## src/rtl/ps2_scancode_decoder_pkg.sv

```systemverilog
// Shared scan-code constants, FSM states and the packed key-event record for the PS/2 decoder.
package ps2_scancode_decoder_pkg;

   localparam logic [7:0] CODE_EXT  = 8'hE0;
   localparam logic [7:0] CODE_BRK  = 8'hF0;
   localparam logic [7:0] KEY_UP    = 8'h75;
   localparam logic [7:0] KEY_DOWN  = 8'h72;
   localparam logic [7:0] KEY_LEFT  = 8'h6B;
   localparam logic [7:0] KEY_RIGHT = 8'h74;

   localparam int unsigned EVT_W = 10;

   typedef enum logic [1:0] {
      StIdle    = 2'd0,
      StGotE0   = 2'd1,
      StGotF0   = 2'd2,
      StGotE0F0 = 2'd3
   } ps2_state_e;

   typedef struct packed {
      logic [7:0] code;
      logic       ext;
      logic       brk;
   } ps2_evt_t;

endpackage

```

## src/rtl/ps2_scancode_decoder_event_fifo.sv

```systemverilog
// Synchronous first-word-fall-through FIFO; a push while full is accepted only alongside a pop.
module event_fifo #(
   parameter int unsigned WIDTH = 10,
   parameter int unsigned DEPTH = 4
) (
   input  logic             clk_i,
   input  logic             rst_ni,
   input  logic             push_i,
   input  logic [WIDTH-1:0] data_i,
   input  logic             pop_i,
   output logic [WIDTH-1:0] data_o,
   output logic             full_o,
   output logic             empty_o
);

   localparam int unsigned AW = (DEPTH > 1) ? $clog2(DEPTH) : 1;

   logic [WIDTH-1:0] mem_q [DEPTH];
   logic [WIDTH-1:0] mem_d [DEPTH];
   logic [AW-1:0]    wr_ptr_q, wr_ptr_d;
   logic [AW-1:0]    rd_ptr_q, rd_ptr_d;
   logic [AW:0]      count_q, count_d;
   logic             do_push, do_pop;

   assign empty_o = (count_q == '0);
   assign full_o  = (count_q == (AW+1)'(DEPTH));
   assign do_pop  = pop_i & ~empty_o;
   assign do_push = push_i & (~full_o | do_pop);
   assign data_o  = mem_q[rd_ptr_q];

   always_comb begin
      mem_d    = mem_q;
      wr_ptr_d = wr_ptr_q;
      rd_ptr_d = rd_ptr_q;
      count_d  = count_q;
      if (do_push) begin
         mem_d[wr_ptr_q] = data_i;
         wr_ptr_d        = wr_ptr_q + 1'b1;
      end
      if (do_pop) begin
         rd_ptr_d = rd_ptr_q + 1'b1;
      end
      case ({do_push, do_pop})
         2'b10:   count_d = count_q + 1'b1;
         2'b01:   count_d = count_q - 1'b1;
         default: count_d = count_q;
      endcase
   end

   always_ff @(posedge clk_i or negedge rst_ni) begin
      if (!rst_ni) begin
         for (int i = 0; i < int'(DEPTH); i++) mem_q[i] <= '0;
         wr_ptr_q <= '0;
         rd_ptr_q <= '0;
         count_q  <= '0;
      end else begin
         mem_q    <= mem_d;
         wr_ptr_q <= wr_ptr_d;
         rd_ptr_q <= rd_ptr_d;
         count_q  <= count_d;
      end
   end

endmodule

```

## src/rtl/ps2_scancode_decoder.sv

```systemverilog
// Collapses set-2 scan-code bytes into key events, queues them, and tracks arrow-key hold state.
module ps2_scancode_decoder
   import ps2_scancode_decoder_pkg::*;
#(
   parameter int unsigned FIFO_DEPTH     = 4,
   parameter int unsigned TIMEOUT_CYCLES = 2500000
) (
   input  logic       clock_fpga,
   input  logic       reset,
   input  logic [7:0] scan_code,
   input  logic       new_code,
   output logic       evt_valid,
   input  logic       evt_ready,
   output logic [7:0] evt_code,
   output logic       evt_extended,
   output logic       evt_release,
   output logic       key_up,
   output logic       key_down,
   output logic       key_left,
   output logic       key_right,
   output logic       overflow
);

   localparam int unsigned CNT_W = (TIMEOUT_CYCLES > 2) ? $clog2(TIMEOUT_CYCLES) : 1;

   ps2_state_e       state_q, state_d;
   logic             new_code_q;
   logic [CNT_W-1:0] cnt_q, cnt_d;
   logic [3:0]       keys_q, keys_d;
   logic             overflow_q, overflow_d;
   logic             strobe, is_prefix, timeout_hit, emit;
   ps2_evt_t         evt_d, evt_head;
   logic [EVT_W-1:0] fifo_rdata;
   logic             fifo_full, fifo_empty;

   assign strobe      = new_code & ~new_code_q;
   assign is_prefix   = (scan_code == CODE_EXT) || (scan_code == CODE_BRK);
   assign timeout_hit = (cnt_q == CNT_W'(TIMEOUT_CYCLES - 1));

   always_ff @(posedge clock_fpga or negedge reset) begin
      if (!reset) begin
         state_q <= StIdle;
      end else begin
         state_q <= state_d;
      end
   end

   always_comb begin
      state_d = state_q;
      if (strobe) begin
         unique case (state_q)
            StIdle: begin
               if (scan_code == CODE_EXT)      state_d = StGotE0;
               else if (scan_code == CODE_BRK) state_d = StGotF0;
            end
            StGotE0: begin
               if (scan_code == CODE_BRK)      state_d = StGotE0F0;
               else if (!is_prefix)            state_d = StIdle;
            end
            StGotF0: begin
               if (scan_code == CODE_EXT)      state_d = StGotE0;
               else if (!is_prefix)            state_d = StIdle;
            end
            StGotE0F0: begin
               if (!is_prefix)                 state_d = StIdle;
            end
         endcase
      end else if (state_q != StIdle && timeout_hit) begin
         state_d = StIdle;
      end
   end

   always_comb begin
      emit       = strobe & ~is_prefix;
      evt_d.code = scan_code;
      evt_d.ext  = (state_q == StGotE0) || (state_q == StGotE0F0);
      evt_d.brk  = (state_q == StGotF0) || (state_q == StGotE0F0);
   end

   // Prefix timer: restarts on every byte so only a silent line can abandon a prefix.
   always_comb begin
      cnt_d = cnt_q + 1'b1;
      if (state_q == StIdle || strobe || timeout_hit) cnt_d = '0;
   end

   always_comb begin
      keys_d     = keys_q;
      overflow_d = overflow_q | (emit & fifo_full & ~(evt_valid & evt_ready));
      if (emit && evt_d.ext) begin
         case (scan_code)
            KEY_UP:    keys_d[3] = ~evt_d.brk;
            KEY_DOWN:  keys_d[2] = ~evt_d.brk;
            KEY_LEFT:  keys_d[1] = ~evt_d.brk;
            KEY_RIGHT: keys_d[0] = ~evt_d.brk;
            default:   keys_d    = keys_q;
         endcase
      end
   end

   always_ff @(posedge clock_fpga or negedge reset) begin
      if (!reset) begin
         new_code_q <= 1'b0;
         cnt_q      <= '0;
         keys_q     <= '0;
         overflow_q <= 1'b0;
      end else begin
         new_code_q <= new_code;
         cnt_q      <= cnt_d;
         keys_q     <= keys_d;
         overflow_q <= overflow_d;
      end
   end

   event_fifo #(
      .WIDTH (EVT_W),
      .DEPTH (FIFO_DEPTH)
   ) u_fifo (
      .clk_i   (clock_fpga),
      .rst_ni  (reset),
      .push_i  (emit),
      .data_i  (evt_d),
      .pop_i   (evt_ready),
      .data_o  (fifo_rdata),
      .full_o  (fifo_full),
      .empty_o (fifo_empty)
   );

   assign evt_head     = ps2_evt_t'(fifo_rdata);
   assign evt_valid    = ~fifo_empty;
   assign evt_code     = evt_head.code;
   assign evt_extended = evt_head.ext;
   assign evt_release  = evt_head.brk;
   assign key_up       = keys_q[3];
   assign key_down     = keys_q[2];
   assign key_left     = keys_q[1];
   assign key_right    = keys_q[0];
   assign overflow     = overflow_q;

endmodule

```

## config.mk

```make
export PLATFORM = sky130hd
export DESIGN_NAME = ps2_scancode_decoder
export DESIGN_NICKNAME = d
export VERILOG_FILES = /design/src/rtl/ps2_scancode_decoder_pkg.sv /design/src/rtl/ps2_scancode_decoder_event_fifo.sv /design/src/rtl/ps2_scancode_decoder.sv
export SDC_FILE = /design/constraint.sdc
export NUM_CORES = 1
export LEC_CHECK = 0
export CAP_MARGIN = 40
export CORE_MARGIN = 2
export CORE_UTILIZATION = 40
export CTS_CLUSTER_DIAMETER = 30
export DETAILED_ROUTE_END_ITERATION = 10
export GPL_ROUTABILITY_DRIVEN = 0
export MAX_ROUTING_LAYER = met4
export PLACE_DENSITY = 0.64
export SETUP_SLACK_MARGIN = 0.2
export SYNTH_ARGS = -nofsm -noshare
export SYNTH_HDL_FRONTEND = slang
export SYNTH_SLANG_ARGS = --single-unit
```

## constraint.sdc

```tcl
create_clock -name clock_fpga -period 4.65 [get_ports clock_fpga]
set_clock_uncertainty 0.15 [all_clocks]
set_input_delay 1.1625 -clock clock_fpga [delete_from_list [all_inputs] [get_ports clock_fpga]]
set_output_delay 1.1625 -clock clock_fpga [all_outputs]
set_load 0.02 [all_outputs]
```

== Word-level counts from Yosys, hierarchy flattened ==
Index checks and enable logic that the tools add are counted.

* Logic and storage cells: 87
* Memory bits (writable): 0
* Memories: 0
* Bits in read-only memories: 0
* Bits in registers: 77
* Latch bits: 0

* Div/mod/pow operators: 0
* Eq/ne operators: 14
* Multipliers: 0
* Reductions and logical operators: 18
* Muxes and demuxes: 16
* Bitwise gates (word level): 16
* Add/sub/neg operators: 5
* $lt $le $gt $ge: 3
* Shift operators: 0

{| class="wikitable"
|+ Operator list
! operator !! count
|-
| bitwise mux 40 bit || 1
|-
| == test 8 x 7 -> 1 bit, second input constant || 4
|-
| 2-to-1 mux 10 bit || 3
|-
| adder 22 x 1 -> 22 bit, second input constant || 1
|-
| == test 22 bit, second input constant || 1
|-
| 2-to-1 mux 22 bit || 1
|-
| binary-select mux 10 bit (select 2 bit) || 1
|-
| demux 10 bit (select 2 bit) || 1
|-
| == test 8 bit, second input constant || 2
|-
| 2-to-1 mux 2 bit || 7
|-
| AND reduction 2 bit || 5
|-
| one-hot mux 2 bit (4 select lines) || 1
|-
| bitwise AND 1 bit || 6
|-
| == test 2 bit, second input constant || 3
|-
| greater-or-equal comparator 3 bit, second input constant || 2
|-
| inverter 1 bit || 6
|-
| inverter 2 -> 3 bit || 2
|-
| one-hot mux 3 bit (2 select lines) || 1
|-
| nonzero test 2 bit || 3
|-
| logical OR 1 bit || 5
|-
| adder 2 x 1 -> 2 bit, second input constant || 2
|-
| == test 2 x 1 -> 1 bit, second input constant || 2
|-
| inequality test 4 bit, second input constant || 1
|-
| adder 3 x 1 -> 3 bit, second input constant || 1
|-
| other kinds (7) || 10
|}

== Longest topological paths before layout ==
Gate-level depths: netlist (run 1).

* Depth in word-level cells: 7
* Gate-level depth with buffers: 9

== Hierarchy ==
From an unflattened synthesis (run 1), not the netlist that was laid out.

* Cells, all modules: 300
* Area total of the unflattened synthesis: 3724.8 sq um

{| class="wikitable"
|+ By module, submodules not included
! module !! sequential area each (sq um) !! cells an instance !! area each (sq um) !! times used
|-
| event_fifo || 1176.1 || 133 || 2137.0 || 1
|-
| ps2_scancode_decoder || 750.7 || 167 || 1587.8 || 1
|}

== Least setup slack after synthesis (run 1) ==
Ideal clock, no wire load.

* Kind: in2reg
* From: input port evt_ready
* To: register u_fifo.count_q[2]
* Data required time: 4.421 ns
* Setup slack: 1.532 ns
* Buffers on the path: 0
* Data arrival time: 2.888 ns
* Stages on the path: 9
* Cell sequence: nor4b_1 a311oi_4 inv_1 ha_1 inv_1 fa_1 xor2_1 nor2_1 xor2_1

* Longest elaborated chain between the ends: 5

{| class="wikitable"
|+ Ends and longest elaborated chain
! item !! RTL line !! text
|-
| start: declaration || ps2_scancode_decoder.sv:13 || <nowiki>input logic evt_ready,</nowiki>
|-
| bitwise AND 1 bit * || ps2_scancode_decoder_event_fifo.sv:27 || <nowiki>assign do_pop = pop_i & ~empty_o;</nowiki>
|-
| OR 1 bit || ps2_scancode_decoder_event_fifo.sv:28 || <nowiki>assign do_push = push_i & (~full_o | do_pop);</nowiki>
|-
| bitwise AND 1 bit || ps2_scancode_decoder_event_fifo.sv:28 ||
|-
| == test 2 x 1 -> 1 bit / == test 2 bit (equally long branches) || ps2_scancode_decoder_event_fifo.sv:43 || <nowiki>case ({do_push, do_pop})</nowiki>
|-
| one-hot mux 3 bit (2 select lines) / nonzero test 2 bit (equally long branches) || -- ||
|-
| end signal: assignment || ps2_scancode_decoder_event_fifo.sv:60 || <nowiki>count_q <= count_d;</nowiki>
|-
| end: declaration || ps2_scancode_decoder_event_fifo.sv:22 || <nowiki>logic [AW:0] count_q, count_d;</nowiki>
|}

Every way passes the cells marked *; elsewhere a longest branch is shown, timed or not.
A chain may end at the register's enable or synchronous reset.

== Final worst setup path (run 1) ==
* From: register u_fifo.rd_ptr_q[0]
* To: output port evt_extended

* Longest elaborated chain between the ends: 4

{| class="wikitable"
|+ Ends and longest elaborated chain
! item !! RTL line !! text
|-
| start: declaration || ps2_scancode_decoder_event_fifo.sv:21 || <nowiki>logic [AW-1:0] rd_ptr_q, rd_ptr_d;</nowiki>
|-
| start signal: assignment || ps2_scancode_decoder_event_fifo.sv:59 || <nowiki>rd_ptr_q <= rd_ptr_d;</nowiki>
|-
| inverter 2 -> 3 bit (not written as such) || ps2_scancode_decoder_event_fifo.sv:29 || <nowiki>assign data_o = mem_q[rd_ptr_q];</nowiki>
|-
| binary-select mux 10 bit (select 2 bit) || ps2_scancode_decoder_event_fifo.sv:29 ||
|-
| 2-to-1 mux 10 bit (not written as such) (2 in series) || ps2_scancode_decoder_event_fifo.sv:29 ||
|-
| end: declaration || ps2_scancode_decoder.sv:15 || <nowiki>output logic evt_extended,</nowiki>
|}

Every way passes these cells. The select of a mux whose other input is x is not followed.

==> impl_metrics.toml, run 1 <==
[sta]
max_freq_mhz = 272.4
slew_headroom = 0.5021
tns_ps = 0
min_period_over_period = 0.7896
finalHoldViolations = 0
rsz0062_at_grt = "false"
setup-violations-final = 0
layout_min_cycle_time_ps = 3671
drv_slew = 0
worstMarginPinSlew_ps = 746.9
layout_setup_ws_ps = 978.5

[die]
row_count = 35
io_pins = 28
die_h_um = 100.4
dieArea_sq_um = 10070
fp.dieW_um = 100.4
start_util = 0.4078
core_sq_um = 9109

[final_layout]
fillers = 821
fin_util = 0.4771
area_growth_pct = 16.98
drive_gt1_frac = 0.2620
nets = 346
antenna_cells = 0

[clock_tree]
cts_buffers = 9
htreeDepth = 3
cts.clk_slew.worst_paths_ps = 90
cts_resized = 0
cts_hold_buffers = 0
cts_setup_buffers = 0
clock_sinks = 77
cts-root-buf = "clkbuf_8"
clk_latency_ps = 350
cts_tree = "built"
clockBufferDepth = 2

[critical_path]
arrival_ps = 2360
r2r-start = "u_fifo.count_q[1]$_DFFE_PN0P_"
end_kind = "output port"
start_kind = "flip-flop"
reg2reg_slack_ps = 2100
cp.required_ps = 3340
cp-endpoint = "evt_extended"
rr_endpoint = "u_fifo.count_q[2]$_DFFE_PN0P_"
r2r_cells = 11
path_max_fanout = 12
critical_path_class = "flip-flop to output port"
worstSetupStartpoint = "u_fifo.rd_ptr_q[0]$_DFFE_PN0P_"

[detailed_routing]
avgRoutedWirePerCell_um = 16.42
ant_nets = 0
routed_wl_mm = 7.272
via_count = 2368
viasPerCell = 5.345
drcViolationCount = 0
dr.first_iter.drc_count = 101
first_pass_iters = 4

[synthesis]
yosys.area_share.simple = 0.1469
synthArstFlopShare = 1.000
ys_warn_count = 0
muxShareOfSynthArea = 0.2007
yosysSeqAreaShare = 0.5187
syn-num-nets = 311
synth-edff-count = 0
synth_cell_types = 43
yosys_register_bits = 77
synth_top_family_by_area = "multiplexers"
synth_compound_area_frac = 0.04513
ys.flop_type = "dfrtp_1"
synth.cell_area_sq_um = 3715
synth_area_leader_cell = "dfrtp_1"
synth_xor_area_frac = 0.04244
synth_top_area_frac = 0.5187
synthCells = 292
syn_avg_cell_area_sq_um = 12.72
synth_area_leaders = "dfrtp_1 52%, mux2_2 12%, mux4_2 6.1%, nor2_1 2.1%, xnor2_1 2.1%"
synth_fa_ha_area_frac = 0.02560

[placed_design]
dp_hpwl_mm = 5.006
port_buffers = 27
post-place-ws_ps = 897.7

[hold_path]
min_path_type = "flip-flop to flip-flop"

[status]
status = "complete, no violations"

[job]
maxCapViolations = 0

[power]
p_per_area_nw_per_um2 = 517.1
p_leak_nw = 1.843
ir_drop_mv = 0.2061

[global_routing]
grt_max_degree = 53
track_usage = 0.1637
antenna_found_initial = 0
grt_pass1_vias = 2435
grt.overflow.total = 0
grt_pass1_wl_mm = 12.25
==> worst max-delay path, stage by stage (launching register included) <==
cell and delay, ps:
dfrtp_1 830, mux4_2 610, clkdlybuf4s50_1 560
==> per-layer routing <==
metal	up-vias	track usage	part of all wire
met3	8	0.04248	0.031
met1	1180	0.2025	0.46
met2	38	0.2576	0.49
met5	-	-	0
met4	0	0.06533	0.014
li1	1142	-	-
==> where the power goes <==
| group | leakage [nW] | internal, mW | total, mW | switching (mW) |
|---|---|---|---|---|
| Clock | 0.0895 | 0.252 | 0.511 | 0.259 |
| Combinational | 0.760 | 0.450 | 0.747 | 0.297 |
| Sequential | 0.994 | 0.847 | 0.989 | 0.142 |
==> registers in the layout (all words and copies together), names as in the netlist <==
| name | flops |
|---|---|
| cnt_q | 22 |
| keys_q | 4 |
| new_code_q | 1 |
| overflow | 1 |
| state_q | 2 |
| u_fifo.count_q | 3 |
| u_fifo.mem_q | 40 |
| u_fifo.rd_ptr_q | 2 |
| u_fifo.wr_ptr_q | 2 |
==> synth_stat cells, drive strengths merged (2+ instances only) <==
cell type  number
or3             3
xor2            9
or3b            2
mux2           44
ha              6
o21ai           4
and4            3
nor4            3
dfrtp          77
inv            12
clkbuf          3
xnor2           9
nor3            2
nand4b          2
o31ai           2
and3            5
or2             2
mux4           10
nand3           9
or4             4
nand2          17
buf             4
nor2           21
nand4          11
a21oi           9
nor2b           3
o41ai           2
==> worst min-delay path by stage <==
stage                                        from                            end  depth (start not counted)
CTS                 u_fifo.count_q[2]$_DFFE_PN0P_  u_fifo.count_q[2]$_DFFE_PN0P_                          1
global route        u_fifo.count_q[2]$_DFFE_PN0P_  u_fifo.count_q[2]$_DFFE_PN0P_                          1
finish              u_fifo.count_q[2]$_DFFE_PN0P_  u_fifo.count_q[2]$_DFFE_PN0P_                          1
detailed placement  u_fifo.count_q[2]$_DFFE_PN0P_  u_fifo.count_q[2]$_DFFE_PN0P_                          1
global placement    u_fifo.count_q[2]$_DFFE_PN0P_  u_fifo.count_q[2]$_DFFE_PN0P_                          1
floorplan           u_fifo.count_q[2]$_DFFE_PN0P_  u_fifo.count_q[2]$_DFFE_PN0P_                          1
==> kinds of logic (layout without fill, tap and decap cells) <==
kind of cell / count (synthesis) / in the layout
AOI/OAI and AO/OA: 23 / 23
adders and majority gates: 7 / 7
buffers and inverters: 19 / 59
xor gates and xnor gates: 18 / 18
and+or+nand+nor: 93 / 93
muxes: 55 / 55
DFF: 77 / 77
==> cell usage in the layout (no fill, tap or decap), drive strengths merged, types with 2 or more instances in the layout <==
cell type and instances:
nor2b 3, nor3 2, and4 3, dfrtp 77, nand3 9, buf 5
o31ai 2, or3 3, nor4 3, nand4 11, or2 2, a21oi 9
clkdlybuf4s50 26, or3b 2, mux4 10, ha 6, mux2 44, inv 14
clkinvlp 3, o41ai 2, xnor2 9, or4 4, nor2 21, o21ai 4
nand4b 2, clkbuf 10, nand2 17, and3 5, xor2 9
==> through the flow <==
stage | cells | hold WS [ps] | area (sq um) | power (mW)
finish | 443 | 338.3 | 4345 | 2.247
CTS | 443 | 337.1 | 4345 | 2.282
global placement | 425 | 323.0 | 4105 | 1.731
global route | 443 | 364.7 | 4345 | 2.377
floorplan | 292 | 297.1 | 3715 | 1.488
detailed placement | 427 | 316.6 | 4148 | 1.762
==> final cells by class <==
class,instances,area [sq um],area share
well taps,111,138.9,0.03196
clock inverters,6,70.07,0.01612
flip-flops and latches,77,1927,0.4434
repair buffers,31,325.3,0.07486
inverters,12,45.04,0.01037
clock buffers,10,127.6,0.02937
multi-input cells,196,1712,0.3939
No activity file was read; power rests on OpenSTA's default activity.
==> inputs of run 2 (changes only) <==
Clock period 4.65 ns to 3.6 ns, I/O delays scaled along.
==> run 2 against run 1 <==
  * Global-route usage rose by 0.27 points
  * Sequential power increased by 26%
  * Highest routed layer unchanged
  * Clock power grew 16%
  * Cell count up 0.23%
  * Register-to-register slack lost 860 ps
  * Critical path type unchanged
  * Final area shrank 0.58%
  * Critical path depth up 1
  * Combinational power increased by 33%
==> impl_metrics.toml, run 2 (synthesis results as in run 1) <==
[sta]
slew_headroom = 0.6323
setup-violations-final = 0
layout_min_cycle_time_ps = 3267
worstMarginPinSlew_ps = 551.5
tns_ps = 0
finalHoldViolations = 0
layout_setup_ws_ps = 333.5
drv_slew = 0
rsz0062_at_grt = "false"
max_freq_mhz = 306.1
min_period_over_period = 0.9074

[critical_path]
rr_endpoint = "cnt_q[2]$_DFF_PN0_"
r2r_cells = 6
r2r-start = "cnt_q[0]$_DFF_PN0_"
start_kind = "flip-flop"
arrival_ps = 2220
reg2reg_slack_ps = 1240
critical_path_class = "flip-flop to output port"
cp-endpoint = "evt_code[0]"
cp.required_ps = 2550
worstSetupStartpoint = "u_fifo.rd_ptr_q[0]$_DFFE_PN0P_"
end_kind = "output port"
path_max_fanout = 8

[clock_tree]
clockBufferDepth = 2
cts_tree = "built"
cts-root-buf = "clkbuf_8"
htreeDepth = 3
cts_hold_buffers = 0
cts_setup_buffers = 0
cts.clk_slew.worst_paths_ps = 80
clk_latency_ps = 350
cts_resized = 0
cts_buffers = 9
clock_sinks = 77

[die]
die_h_um = 100.4
fp.dieW_um = 100.4
io_pins = 28
core_sq_um = 9109
start_util = 0.4078
dieArea_sq_um = 10070
row_count = 35

[power]
ir_drop_mv = 0.2709
power_mw = 2.845
p_leak_nw = 1.843
p_per_area_nw_per_um2 = 658.5

[job]
maxCapViolations = 0

[global_routing]
grt_max_degree = 44
grt_pass1_vias = 2486
grt.overflow.total = 0
track_usage = 0.1664
grt_pass1_wl_mm = 12.56
antenna_found_initial = 0

[placed_design]
dp_cells = 428
port_buffers = 27
post-place-ws_ps = 270.1
dp_hpwl_mm = 5.134

[detailed_routing]
via_count = 2377
dr.first_iter.drc_count = 56
viasPerCell = 5.354
ant_nets = 0
drcViolationCount = 0
avgRoutedWirePerCell_um = 16.20
first_pass_iters = 5
routed_wl_mm = 7.194

[status]
status = "complete, no violations"

[final_layout]
largest_reg_flops = 40
layout_common_cells = "77 x dfrtp_1, 40 x mux2_2, 26 x clkdlybuf4s50_1, 21 x nor2_1, 13 x nand2_1"
nets = 347
top_register = "u_fifo.mem_q"
fin_util = 0.4743
top_regs = "u_fifo.mem_q: 40 flops, cnt_q: 22 flops, keys_q: 4 flops"
layout.cells.most_common = "dfrtp_1"
drive_gt1_frac = 0.2673
area_growth_pct = 16.30
stdcell_count = 444
antenna_cells = 0

[hold_path]
min_path_type = "primary input to async pin"
==> run 2: critical path, stage by stage (launching register included) <==
cell,delay (ps)
dfrtp_1,510
buf_4,280
mux4_2,520
clkdlybuf4s50_1,550
==> run 2: per-layer routing <==
layer	vias to the layer above	GRT usage	share of wire
li1	1141	-	-
met1	1191	0.2063	0.43
met2	35	0.2726	0.52
met3	10	0.04039	0.034
met4	0	0.04742	0.013
met5	-	-	0
==> run 2: worst min-delay path by stage <==
stage / cells after the start / end / slack, ps / startpoint
6_report: 1 / u_fifo.mem_q[29]$_DFFE_PN0P_ / 340 / reset
5_1_grt: 1 / u_fifo.mem_q[29]$_DFFE_PN0P_ / 350 / reset
4_1_cts: 1 / u_fifo.count_q[2]$_DFFE_PN0P_ / 340 / u_fifo.count_q[2]$_DFFE_PN0P_
3_5_place_dp: 1 / u_fifo.count_q[2]$_DFFE_PN0P_ / 330 / u_fifo.count_q[2]$_DFFE_PN0P_
3_3_place_gp: 1 / u_fifo.count_q[2]$_DFFE_PN0P_ / 320 / u_fifo.count_q[2]$_DFFE_PN0P_
2_1_floorplan: 1 / u_fifo.count_q[2]$_DFFE_PN0P_ / 300 / u_fifo.count_q[2]$_DFFE_PN0P_
==> run 2: layout make-up <==
type                    instances  area [sq um]
clock buffers                   9         123.9
clock inverters                 7         56.30
fillers                       850          4788
inverters                      12         45.04
multi-input cells             196          1712
flip-flops and latches         77          1927
well taps                     111         138.9
repair buffers                 32         317.8
==> run 2: metrics by stage <==
stage | instance area, sq um | hold slack [ps]
after floorplan | 3715 | 297.1
after global placement | 4120 | 322.0
after CTS | 4320 | 340.8
after global routing | 4320 | 354.2
final | 4320 | 336.9
after detailed placement | 4140 | 328.4
==> run 2: where the power goes <==
| group | internal [mW] | leakage (nW) | total (mW) | switching [mW] |
|---|---|---|---|---|
| sequential | 1.09 | 0.994 | 1.25 | 0.159 |
| clock | 0.260 | 0.0910 | 0.595 | 0.336 |
| combinational | 0.586 | 0.758 | 0.996 | 0.411 |
| total | 1.94 | 1.84 | 2.85 | 0.905 |
